### config.mk
export PLATFORM = sky130hd
export DESIGN_NAME = seg7_scan
export DESIGN_NICKNAME = d
export VERILOG_FILES = /design/src/rtl/seg7_scan.sv
export SDC_FILE = /design/constraint.sdc
export NUM_CORES = 1
export LEC_CHECK = 0
export ABC_AREA = 1
export BUFFER_PORTS_ARGS = -buffer_cell sky130_fd_sc_hd__buf_4
export CORE_UTILIZATION = 52
export DETAILED_ROUTE_END_ITERATION = 10
export PLACE_DENSITY = 0.85
export SYNTH_ARGS = -nofsm -noshare
export SYNTH_HDL_FRONTEND = slang
export SYNTH_SLANG_ARGS = --single-unit
### constraint.sdc
create_clock -name clk -period 3.1 [get_ports clk]
set_input_delay 0.31 -clock clk [delete_from_list [all_inputs] [get_ports clk]]
set_output_delay 0.31 -clock clk [all_outputs]
set_load 0.005 [all_outputs]
### src/rtl/seg7_scan.sv
// seg7_scan: time-multiplexed driver for an eight-digit common-anode
// seven-segment display. Latches a 32-bit value on load and shows one hex
// digit per refresh slot, with per-digit decimal points, blanking and
// optional leading-zero suppression. Segment and anode outputs are active-low.
module seg7_scan #(
    parameter int unsigned SCAN_DIV = 100000
) (
    input  logic        clk,
    input  logic        rstn,
    input  logic [31:0] data_i,
    input  logic        load_i,
    input  logic [7:0]  dp_i,
    input  logic        blank_i,
    input  logic        lzb_i,
    output logic [7:0]  disp_seg_o,
    output logic [7:0]  disp_an_o,
    output logic        frame_o
);

    localparam int unsigned CW = (SCAN_DIV > 1) ? $clog2(SCAN_DIV) : 1;
    localparam logic [CW-1:0] CNT_MAX = CW'(SCAN_DIV - 1);

    logic [CW-1:0] cnt;
    logic          tick;
    logic [2:0]    idx;
    logic [2:0]    nxt;
    logic [31:0]   data_q;
    logic [3:0]    nib;
    logic [2:0]    top;
    logic [6:0]    hex;
    logic [7:0]    seg_d;
    logic [7:0]    an_d;

    assign tick = (cnt == CNT_MAX);
    // Digit about to be selected on the coming tick
    assign nxt  = idx + 3'd1;
    assign nib  = data_q[{nxt, 2'b00} +: 4];

    // Prescaler: one tick every SCAN_DIV cycles
    always_ff @(posedge clk or negedge rstn) begin
        if (!rstn) begin
            cnt <= '0;
        end else if (tick) begin
            cnt <= '0;
        end else begin
            cnt <= cnt + 1'b1;
        end
    end

    // Digit index; resets to 7 so the first tick selects digit 0
    always_ff @(posedge clk or negedge rstn) begin
        if (!rstn) begin
            idx <= 3'd7;
        end else if (tick) begin
            idx <= nxt;
        end
    end

    // Display register, loaded independently of the scan
    always_ff @(posedge clk or negedge rstn) begin
        if (!rstn) begin
            data_q <= '0;
        end else if (load_i) begin
            data_q <= data_i;
        end
    end

    // Index of the highest nonzero nibble (0 when the value is zero)
    always_comb begin
        top = 3'd0;
        for (int k = 1; k < 8; k++) begin
            if (data_q[4*k +: 4] != 4'd0) begin
                top = 3'(k);
            end
        end
    end

    // Hex nibble to segments {g,f,e,d,c,b,a}, active-low
    always_comb begin
        hex = 7'h7F;
        case (nib)
            4'h0: hex = 7'h40;
            4'h1: hex = 7'h79;
            4'h2: hex = 7'h24;
            4'h3: hex = 7'h30;
            4'h4: hex = 7'h19;
            4'h5: hex = 7'h12;
            4'h6: hex = 7'h02;
            4'h7: hex = 7'h78;
            4'h8: hex = 7'h00;
            4'h9: hex = 7'h10;
            4'hA: hex = 7'h08;
            4'hB: hex = 7'h03;
            4'hC: hex = 7'h46;
            4'hD: hex = 7'h21;
            4'hE: hex = 7'h06;
            4'hF: hex = 7'h0E;
            default: hex = 7'h7F;
        endcase
    end

    // Next segment/anode pattern; blanking also suppresses the decimal point
    always_comb begin
        an_d = ~(8'd1 << nxt);
        if (blank_i || (lzb_i && (nxt > top))) begin
            seg_d = 8'hFF;
        end else begin
            seg_d = {~dp_i[nxt], hex};
        end
    end

    // Registered outputs: update on tick, hold between ticks
    always_ff @(posedge clk or negedge rstn) begin
        if (!rstn) begin
            disp_seg_o <= 8'hFF;
            disp_an_o  <= 8'hFF;
            frame_o    <= 1'b0;
        end else begin
            frame_o <= tick && (nxt == 3'd0);
            if (tick) begin
                disp_seg_o <= seg_d;
                disp_an_o  <= an_d;
            end
        end
    end

endmodule

==> results of run 1 <==
[sequential cells by signal (all words and copies together) (netlist names)]
register / cells
frame_o: 1
data_q: 32
disp_an_o: 8
disp_seg_o: 8
idx: 3
cnt: 17
[final cells by class]
class / count / area (um2)
well taps: 96 / 120
inverters: 64 / 240
flip-flops and latches: 69 / 1750
fillers: 616 / 2340
repair buffers: 64 / 480
clock inverters: 4 / 95.1
clock buffers: 12 / 145
multi-input cells: 330 / 1740
[cells in the mapped netlist, types with 3 or more instances]
master	number	area, um2
dfrtp_1	50	1250
xor2_1	4	35.0
ha_1	15	188
inv_1	62	233
a21oi_1	15	75.1
mux2_2	7	78.8
nand4_1	7	43.8
buf_2	6	30.0
nand3_1	39	195
o21bai_1	4	30.0
nor3_1	6	30.0
nor4_1	8	50.1
or2_2	3	18.8
a31oi_1	5	31.3
o21ai_0	36	180
nor2_1	46	173
clkbuf_1	9	33.8
nand2_1	121	454
dfstp_2	19	499
[worst max-delay path: cells and delay by family, from the launching register on]
family | cells | cell delay (ps)
buffers and inverters | 4 | 470
adder cells (fa/ha/maj) | 2 | 590
AND/OR/NAND/NOR | 8 | 780
flip-flops | 1 | 580
[cells by family (layout without fill, tap and decap cells)]
group / Yosys count / in the layout
simple gates: 239 / 239
buf+inv: 79 / 144
flops: 69 / 69
compound gates: 63 / 63
fa+ha+maj: 15 / 15
mux: 7 / 7
xor+xnor: 6 / 6
[stage by stage]
stage          cells  total power [mW]
3_3_place_gp     623              1.18
6_report         639              2.05
3_5_place_dp     623              1.19
2_1_floorplan    478              1.09
5_1_grt          639              2.14
4_1_cts          639              2.06
[cell usage in the layout, fill, tap and decap left out, drive strengths merged]
| master | count |
|---|---|
| ha | 15 |
| nor3b | 1 |
| nand3 | 41 |
| a31oi | 5 |
| dfstp | 19 |
| nor4 | 8 |
| nor2 | 48 |
| bufinv | 3 |
| or2 | 3 |
| a22o | 2 |
| o21bai | 4 |
| xnor2 | 1 |
| nor3 | 6 |
| mux2 | 7 |
| nand2 | 124 |
| inv | 64 |
| clkbuf | 12 |
| a21oi | 15 |
| nand3b | 1 |
| dfrtp | 50 |
| o21ai | 37 |
| nand4 | 7 |
| buf | 64 |
| clkinv | 1 |
| xor2 | 5 |
[final timing paths]
kind	to	cells past startpoint
setup / recovery	disp_seg_o[3]	14
hold / removal	cnt[4]	1
setup reg to reg	disp_seg_o[3]	14
hold reg to reg	cnt[0]	1
max in group asynchronous	data_q[8]	1
min in group clk	data_q[6]	3
[per-layer routing]
layer  global-route usage  wire, um  up-vias
li1                     -         -     1652
met1                0.295      3730     1529
met2                0.398      3980      111
met3               0.0417       379       18
met4                0.103       150        0
met5                    0         0        -
[power groups by stage]
| stage | clock (mW) | combinational (mW) | sequential (mW) |
|---|---|---|---|
| floorplan | 0 | 0.120 | 0.971 |
| global placement | 0 | 0.201 | 0.975 |
| detailed placement | 0 | 0.208 | 0.978 |
| CTS | 0.892 | 0.210 | 0.962 |
| global route | 0.936 | 0.237 | 0.966 |
| finish | 0.880 | 0.209 | 0.962 |
==> results.sh, run 1 <==
export IMPL_fin_skew_ps=8.74
export IMPL_synth_top_family_by_area="simple AND/OR/NAND/NOR gates"
export IMPL_power_share_clock=0.429
export IMPL_dominantRegCellSynth="dfrtp_1"
export IMPL_switchingPower_mw=0.468
export IMPL_drv_cap=0
export IMPL_die_x_um=87.4
export IMPL_synthSimpleGateAreaFrac=0.277
export IMPL_final_util=0.661
export IMPL_post_cts_buffers=0
export IMPL_clk_insertion_delay_late_ps=340
export IMPL_setup_worst_path_end_class="flip-flop"
export IMPL_fin_tns_setup_ps=0
export IMPL_row_count=30
export IMPL_place_gp_congestion=0.902
export IMPL_yosys_area_share_adder=0.0495
export IMPL_cp_max_fo=11
export IMPL_grt_use_total=0.235
export IMPL_worstReg2RegStart="idx[0]"
export IMPL_synth_xor_xnor_area_share=0.0208
export IMPL_maxSlewViolCount=0
export IMPL_startpoint="idx[0]"
export IMPL_slew_limit_headroom=0.451
export IMPL_n_antenna_cell=0
export IMPL_async_flop_share=1.00
export IMPL_status="finished clean"
export IMPL_power_internal_mw=1.58
export IMPL_port_buffers=61
export IMPL_worst_pin_slew_ps=823
export IMPL_synthesis_area_um2=3790
export IMPL_switching_share=0.228
export IMPL_cts_buffers=9
export IMPL_critPathMaxStageDelay_ps=580
export IMPL_rsz0062_at_grt="no"
export IMPL_cts_hold_buf=0
export IMPL_dr_pass1_iters=5
export IMPL_placed_cell_area_um2=4330
export IMPL_leakage_nw=2.29
export IMPL_syn_nets=538
export IMPL_synth_edf_count=0
export IMPL_cts_buffer_depth=2
export IMPL_fin_area_um2=4570
export IMPL_critical_path_cell_chain="inv_2 > ha_1 > inv_1 > nand3_1 > nand2_1 > nand2_1 > nand2_1 > inv_1 > ha_1 > nand3_1 > nand3_1 > nand3_1 > nand2_1 > inv_1"
export IMPL_wl_per_cell_um=12.9
export IMPL_synth_distinct_cells=31
export IMPL_arrival_ps=2780
export IMPL_hold_viol=0
export IMPL_fp_dieH_um=87.4
export IMPL_grt_pass1_wl_um=13900
export IMPL_cts_resized=0
export IMPL_synth_seq_cells=69
export IMPL_ant_nets=0
export IMPL_syn_to_final_growth_pct=20.5
export IMPL_slowest_stage="dfstp_2"
export IMPL_syn_inst=478
export IMPL_powerDensity_nw_per_um2=449
export IMPL_dp_hpwl_um=6040
export IMPL_yosys_warnings=0
export IMPL_period_share=0.808
export IMPL_gr_total_overflow=0
export IMPL_regToRegSetupSlack_ps=600
export IMPL_critPathKind="flip-flop to flip-flop"
export IMPL_ios=62
export IMPL_wirelength_um=8230
export IMPL_finalSetupViolations=0
export IMPL_crit_required_ps=3380
export IMPL_drt_iter0_markers=146
export IMPL_min_period_ps=2500
export IMPL_nNetsFinal=598
export IMPL_synth_compound_area_frac=0.0904
export IMPL_cts_root_buf="clkbuf_8"
export IMPL_hold_ws_ps=66.1
export IMPL_pre_cts_ws_ps=638
export IMPL_comb_power_share=0.102
export IMPL_startpoint_type="flip-flop"
export IMPL_drc=0
export IMPL_grt_max_degree=70
export IMPL_start_util=0.549
export IMPL_coreArea_um2=6910
export IMPL_numClockSinks=69
export IMPL_htreeDepth=3
export IMPL_cts_tree="yes"
export IMPL_seq_area_frac_synth=0.462
export IMPL_hold_path_class="primary input to async pin"
export IMPL_antenna_found_initial=0
export IMPL_peakVddDrop_v=0.000305
export IMPL_clk_pin_slew_worst_paths_ps=80
export IMPL_vias_per_cell=5.18
export IMPL_fin_ws_ps=596
export IMPL_first_global_vias=3204
export IMPL_vias=3310
export IMPL_clock_fmax_mhz=399
export IMPL_syn_area_per_cell_um2=7.93
export IMPL_synth_mux_area_frac=0.0208
export IMPL_dieArea_um2=7640
export IMPL_pwr_share_seq=0.469
export IMPL_layout_drive_gt1_share=0.219
(Power assumes the default switching activity.)
==> run 2: changes to the inputs <==
Settings changed: ABC_AREA 1 to 0, CORE_UTILIZATION 52 to 51, PLACE_DENSITY 0.85 to 0.87.
Clock period 3.1 ns to 2.2 ns, I/O delays scaled along.
==> results.sh, run 2 <==
export IMPL_cp_max_fo=8
export IMPL_grt_max_degree=70
export IMPL_min_period_ps=2640
export IMPL_ant_nets=0
export IMPL_syn_to_final_growth_pct=44.7
export IMPL_violations="negative setup slack"
export IMPL_place_gp_congestion=0.854
export IMPL_synth_edf_count=0
export IMPL_critical_path_cell_chain="clkinv_8 > ha_4 > buf_8 > mux2_4 > mux4_2 > xnor2_2 > o21ai_2 > a221oi_2"
export IMPL_cts_tree="yes"
export IMPL_final_util=0.768
export IMPL_yosys_warnings=0
export IMPL_first_global_vias=3214
export IMPL_nNetsFinal=487
export IMPL_dieArea_um2=7410
export IMPL_yosys_area_top_type="dfrtp_1"
export IMPL_comb_power_share=0.177
export IMPL_arrival_ps=2910
export IMPL_pwr_share_seq=0.467
export IMPL_yosysMostFrequentCell="dfrtp_1"
export IMPL_fin_tns_setup_ps=-2950
export IMPL_grt_use_total=0.290
export IMPL_final_cell_mix="buf_4 (119), dfrtp_1 (49), mux2_2 (32)"
export IMPL_period_share=1.20
export IMPL_finalPower_mw=2.98
export IMPL_startpoint_type="flip-flop"
export IMPL_syn_nets=359
export IMPL_fin_ws_ps=-437
export IMPL_vias_per_cell=5.69
export IMPL_power_internal_mw=2.18
export IMPL_htreeDepth=3
export IMPL_dp_hpwl_um=6040
export IMPL_slowest_stage="dfstp_2"
export IMPL_die_x_um=86.1
export IMPL_clk_pin_slew_worst_paths_ps=80
export IMPL_fp_dieH_um=86.1
export IMPL_dominantRegCellSynth="dfrtp_1"
export IMPL_synth_distinct_cells=48
export IMPL_syn_area_per_cell_um2=12.1
export IMPL_largest_reg_flops=32
export IMPL_grt_pass1_wl_um=15800
export IMPL_drt_iter0_markers=166
export IMPL_port_buffers=61
export IMPL_maxSlewViolCount=0
export IMPL_setup_worst_path_end_class="flip-flop"
export IMPL_cts_buffer_depth=2
export IMPL_crit_required_ps=2480
export IMPL_synth_top_cell_area_share=0.347
export IMPL_cts_buffers=9
export IMPL_worst_pin_slew_ps=866
export IMPL_synth_seq_cells=69
export IMPL_wl_per_cell_um=19.6
export IMPL_status="finished with violations"
export IMPL_fin_skew_ps=9.00
export IMPL_row_count=30
export IMPL_slew_limit_headroom=0.423
export IMPL_switching_share=0.269
export IMPL_reg_top3="data_q: 32 flops, cnt: 17 flops"
export IMPL_ios=62
export IMPL_drv_cap=0
export IMPL_switchingPower_mw=0.799
export IMPL_top_register="data_q"
export IMPL_clk_insertion_delay_late_ps=360
export IMPL_synthTopCellsByCount="dfrtp_1 (50), mux2_2 (32), nor2_1 (32), dfstp_2 (19), nand2_1 (19)"
export IMPL_critPathMaxStageDelay_ps=620
export IMPL_layout_drive_gt1_share=0.590
export IMPL_antenna_found_initial=0
export IMPL_async_flop_share=1.00
export IMPL_hold_path_class="primary input to flip-flop"
export IMPL_finalSetupViolations=8
export IMPL_dr_pass1_iters=4
export IMPL_rsz0062_at_grt="yes"
export IMPL_vias=3002
export IMPL_cts_root_buf="clkbuf_8"
export IMPL_wirelength_um=10400
export IMPL_final_common_cell="buf_4"
export IMPL_start_util=0.531
export IMPL_gr_total_overflow=0
export IMPL_hold_ws_ps=87.1
export IMPL_n_antenna_cell=0
export IMPL_synthesis_area_um2=3600
export IMPL_n_fill_cell=395
export IMPL_syn_inst=299
export IMPL_critPathKind="flip-flop to flip-flop"
export IMPL_coreArea_um2=6790
export IMPL_hold_viol=0
export IMPL_drc=0
export IMPL_peakVddDrop_v=0.000450
export IMPL_clock_fmax_mhz=379
export IMPL_power_share_clock=0.357
export IMPL_powerDensity_nw_per_um2=571
export IMPL_seq_area_frac_synth=0.486
export IMPL_numClockSinks=69
export IMPL_leakage_nw=2.24
export IMPL_yosys_top_cells_area="dfrtp_1 (35%), dfstp_2 (14%), mux2_2 (10%), mux4_2 (5.6%), ha_1 (5.2%)"
run 2: cell types whose count changed in the layout (fill, tap and decap cells not counted), moves of 7 or more:
| cell | before | now |
|---|---|---|
| nand3_1 | 39 | 7 |
| a21oi_1 | 15 | 3 |
| inv_1 | 62 | 2 |
| nand2_1 | 121 | 17 |
| mux4_2 | 0 | 9 |
| o21ai_0 | 36 | 2 |
| xnor2_1 | 0 | 10 |
| nor4_1 | 8 | 0 |
| nor2_1 | 46 | 28 |
| buf_4 | 64 | 119 |
| mux2_2 | 7 | 32 |
| mux2i_1 | 0 | 7 |
| ha_1 | 15 | 6 |
| ha_4 | 0 | 9 |
run 2: per-stage QoR:
step	std cells	instance area, um2	setup WS [ps]
CTS	524	5080	-278
finish	528	5220	-437
global route	528	5220	-463
detailed placement	494	4560	-479
floorplan	299	3680	-458
global placement	494	4560	-343
run 2: area by class of cell:
type | instances | area [um2] | share of cell area
multi-input cells | 210 | 2070 | 0.397
well taps | 96 | 120 | 0.0230
repair buffers | 129 | 1030 | 0.197
flip-flops and latches | 69 | 1750 | 0.336
clock inverters | 6 | 62.6 | 0.0120
inverters | 8 | 45.0 | 0.00864
clock buffers | 10 | 138 | 0.0264
run 2: cells by family after synthesis:
kind of cell               count (synthesis)  synth area share
and+or+nand+nor                           89             0.119
DFF                                       69             0.486
muxes                                     55             0.202
AOI/OAI and AO/OA                         33            0.0653
buffers and inverters                     20            0.0271
xor gates and xnor gates                  18            0.0489
adders and majority gates                 15            0.0521
run 2: critical path, delay by kind of cell, from the launching register on:
kind	cells	cell delay, ps
muxes	2	860
DFF	1	620
AOI/OAI and AO/OA	2	340
adders and majority gates	1	300
xor gates and xnor gates	1	220
buffers and inverters	2	210
run 2: worst paths after layout:
kind	endpoint	slack, ps	startpoint	cells past startpoint
max	disp_seg_o[0]	-440	idx[0]	8
min	data_q[3]	90	data_i[3]	2
max in group asynchronous	data_q[21]	1070	rstn	2
min reg2reg	cnt[4]	500	cnt[4]	1
max reg2reg	disp_seg_o[0]	-440	idx[0]	8
min in group asynchronous	cnt[1]	520	rstn	2
run 2: what timing repair did:
item / CTS / global route
setup endpoints to repair: 8 / 8
hold buffers: 1 / 0
gates cloned: 0 / 0
pin swaps: 15 / 14
gates resized for setup: 38 / 23
setup buffers: 14 / 4
endpoints found under the hold margin: 9 / 0
run 2: metal layers:
layer  GRT usage  share of wire
met1       0.330           0.39
met2       0.502           0.53
met3      0.0693          0.044
met4       0.159          0.040
met5           0              0
run 2: power groups by stage:
| stage | clock [mW] | combinational (mW) | sequential (mW) |
|---|---|---|---|
| after floorplan | 0 | 0.188 | 1.39 |
| after global placement | 0 | 0.409 | 1.39 |
| after detailed placement | 0 | 0.422 | 1.39 |
| after CTS | 1.07 | 0.467 | 1.38 |
| after global routing | 1.12 | 0.557 | 1.39 |
| final | 1.06 | 0.526 | 1.39 |
==> run 3: changes to the inputs <==
Settings changed: CORE_UTILIZATION 51 to 52, PLACE_DENSITY 0.87 to 0.86.
Clock period 2.2 ns to 3.3 ns, I/O delays scaled along.
==> results.sh, run 3 (synthesis results as in run 2) <==
export IMPL_critPathKind="flip-flop to flip-flop"
export IMPL_ant_nets=0
export IMPL_drc=0
export IMPL_route_met3_wl_um=338
export IMPL_min_period_ps=3030
export IMPL_post_cts_buffers=0
export IMPL_gr_total_overflow=0
export IMPL_dr_pass1_iters=4
export IMPL_place_gp_congestion=0.835
export IMPL_rr_worst_depth=9
export IMPL_seqCellArea_um2=1750
export IMPL_n_antenna_cell=0
export IMPL_wl_per_cell_um=17.0
export IMPL_fin_tns_setup_ps=0
export IMPL_clock_fmax_mhz=330
export IMPL_worst_pin_slew_ps=835
export IMPL_finalSetupViolations=0
export IMPL_topRoutingLayerUsed="met4"
export IMPL_cp_endpoint="disp_seg_o[3]"
export IMPL_coreArea_um2=6530
export IMPL_peakVddDrop_v=0.000275
export IMPL_dp_hpwl_um=5500
export IMPL_grt_pass1_wl_um=13000
export IMPL_maxSlewViolCount=0
export IMPL_nNetsFinal=424
export IMPL_drt_iter0_markers=156
export IMPL_placed_cells=430
export IMPL_cts_tree="yes"
export IMPL_largest_reg_flops=32
export IMPL_layout_drive_gt1_share=0.401
export IMPL_fin_skew_ps=8.77
export IMPL_antenna_found_initial=0
export IMPL_vias_per_cell=5.89
export IMPL_worstReg2RegStart="idx[0]"
export IMPL_cts_hold_buf=0
export IMPL_port_buffers=61
export IMPL_r2r_end="disp_seg_o[3]"
export IMPL_drv_cap=0
export IMPL_rsz0062_at_grt="no"
export IMPL_final_common_cell="buf_4"
export IMPL_period_share=0.917
export IMPL_met2_length_um=3700
export IMPL_die_x_um=85.3
export IMPL_hold_ws_ps=86.2
export IMPL_htreeDepth=3
export IMPL_powerDensity_nw_per_um2=427
export IMPL_dieArea_um2=7270
export IMPL_grt_max_degree=70
export IMPL_clk_insertion_delay_late_ps=360
export IMPL_status="finished clean"
export IMPL_stdcell_count=446
export IMPL_cts_buffers=9
export IMPL_hold_viol=0
export IMPL_multi_input_area_um2=1760
export IMPL_ios=62
export IMPL_row_count=29
export IMPL_clk_pin_slew_worst_paths_ps=80
export IMPL_startpoint="idx[0]"
export IMPL_syn_to_final_growth_pct=20.7
export IMPL_slew_limit_headroom=0.443
export IMPL_wirelength_um=7590
export IMPL_arrival_ps=3310
export IMPL_fp_dieH_um=85.3
export IMPL_start_util=0.552
export IMPL_finalPower_mw=1.86
export IMPL_cp_max_fo=10
export IMPL_first_global_vias=2741
export IMPL_hold_path_class="primary input to async pin"
export IMPL_startpoint_type="flip-flop"
export IMPL_crit_required_ps=3590
export IMPL_cts_resized=0
export IMPL_regToRegSetupSlack_ps=270
export IMPL_n_fill_cell=516
export IMPL_cts_root_buf="clkbuf_8"
export IMPL_numClockSinks=69
export IMPL_leakage_nw=1.87
export IMPL_vias=2626
export IMPL_reg_top3="data_q: 32 flops, cnt: 17 flops"
export IMPL_cts_buffer_depth=2
export IMPL_setup_worst_path_end_class="flip-flop"
export IMPL_wirelength_met1_um=3290
export IMPL_top_register="data_q"
export IMPL_final_cell_mix="buf_4 (65), dfrtp_1 (50), mux2_2 (32)"
export IMPL_grt_use_total=0.237
==> run 3: cell types whose count changed in the layout (fill, tap and decap cells not counted), sizes merged <==
cell and delta:
clkbuf +1, bufinv +1, dlygate4sd3 -1, buf -62
clkinv -2
==> run 3: power by group <==
part	total, mW	switching [mW]	internal (mW)
Combinational	0.196	0.0861	0.110
Clock	0.735	0.313	0.422
Sequential	0.926	0.0393	0.886
==> run 3: per-layer routing <==
layer / track usage / vias up
met5: 0 / -
li1: - / 1211
met1: 0.295 / 1308
met2: 0.384 / 80
met4: 0.135 / 0
met3: 0.0535 / 27
==> run 3: through the flow <==
| stage | worst slack (ps) | instance area, um2 | utilization |
|---|---|---|---|
| 2_1_floorplan | 214 | 3600 | - |
| 3_3_place_gp | 467 | 4140 | 0.634 |
| 3_5_place_dp | 334 | 4140 | 0.634 |
| 4_1_cts | 310 | 4350 | 0.666 |
| 5_1_grt | 75.6 | 4350 | 0.666 |
| 6_report | 274 | 4350 | 0.666 |
==> run 3: how the worst min path moves through the flow <==
stage	from	endpoint	slack, ps
after detailed placement	cnt[14]	cnt[14]	480
final	rstn	data_q[30]	90
after global routing	rstn	cnt[12]	140
after CTS	rstn	data_q[8]	110
after global placement	cnt[0]	cnt[0]	470
after floorplan	rstn	cnt[0]	30
==> run 3: layout make-up <==
type / instances / share of cell area
repair buffers: 66 / 0.117
inverters: 8 / 0.00690
clock inverters: 5 / 0.0173
flip-flops and latches: 69 / 0.402
well taps: 77 / 0.0221
clock buffers: 11 / 0.0302
multi-input cells: 210 / 0.404
==> run 3: critical path: stages, from the launching register on <==
cell and delay, ps:
dfstp_2 590, ha_1 280, xnor2_4 200, inv_2 180
ha_1 350, o21ai_0 190, a31oi_1 120, a2111oi_4 640
o2111ai_1 180, and3b_1 210
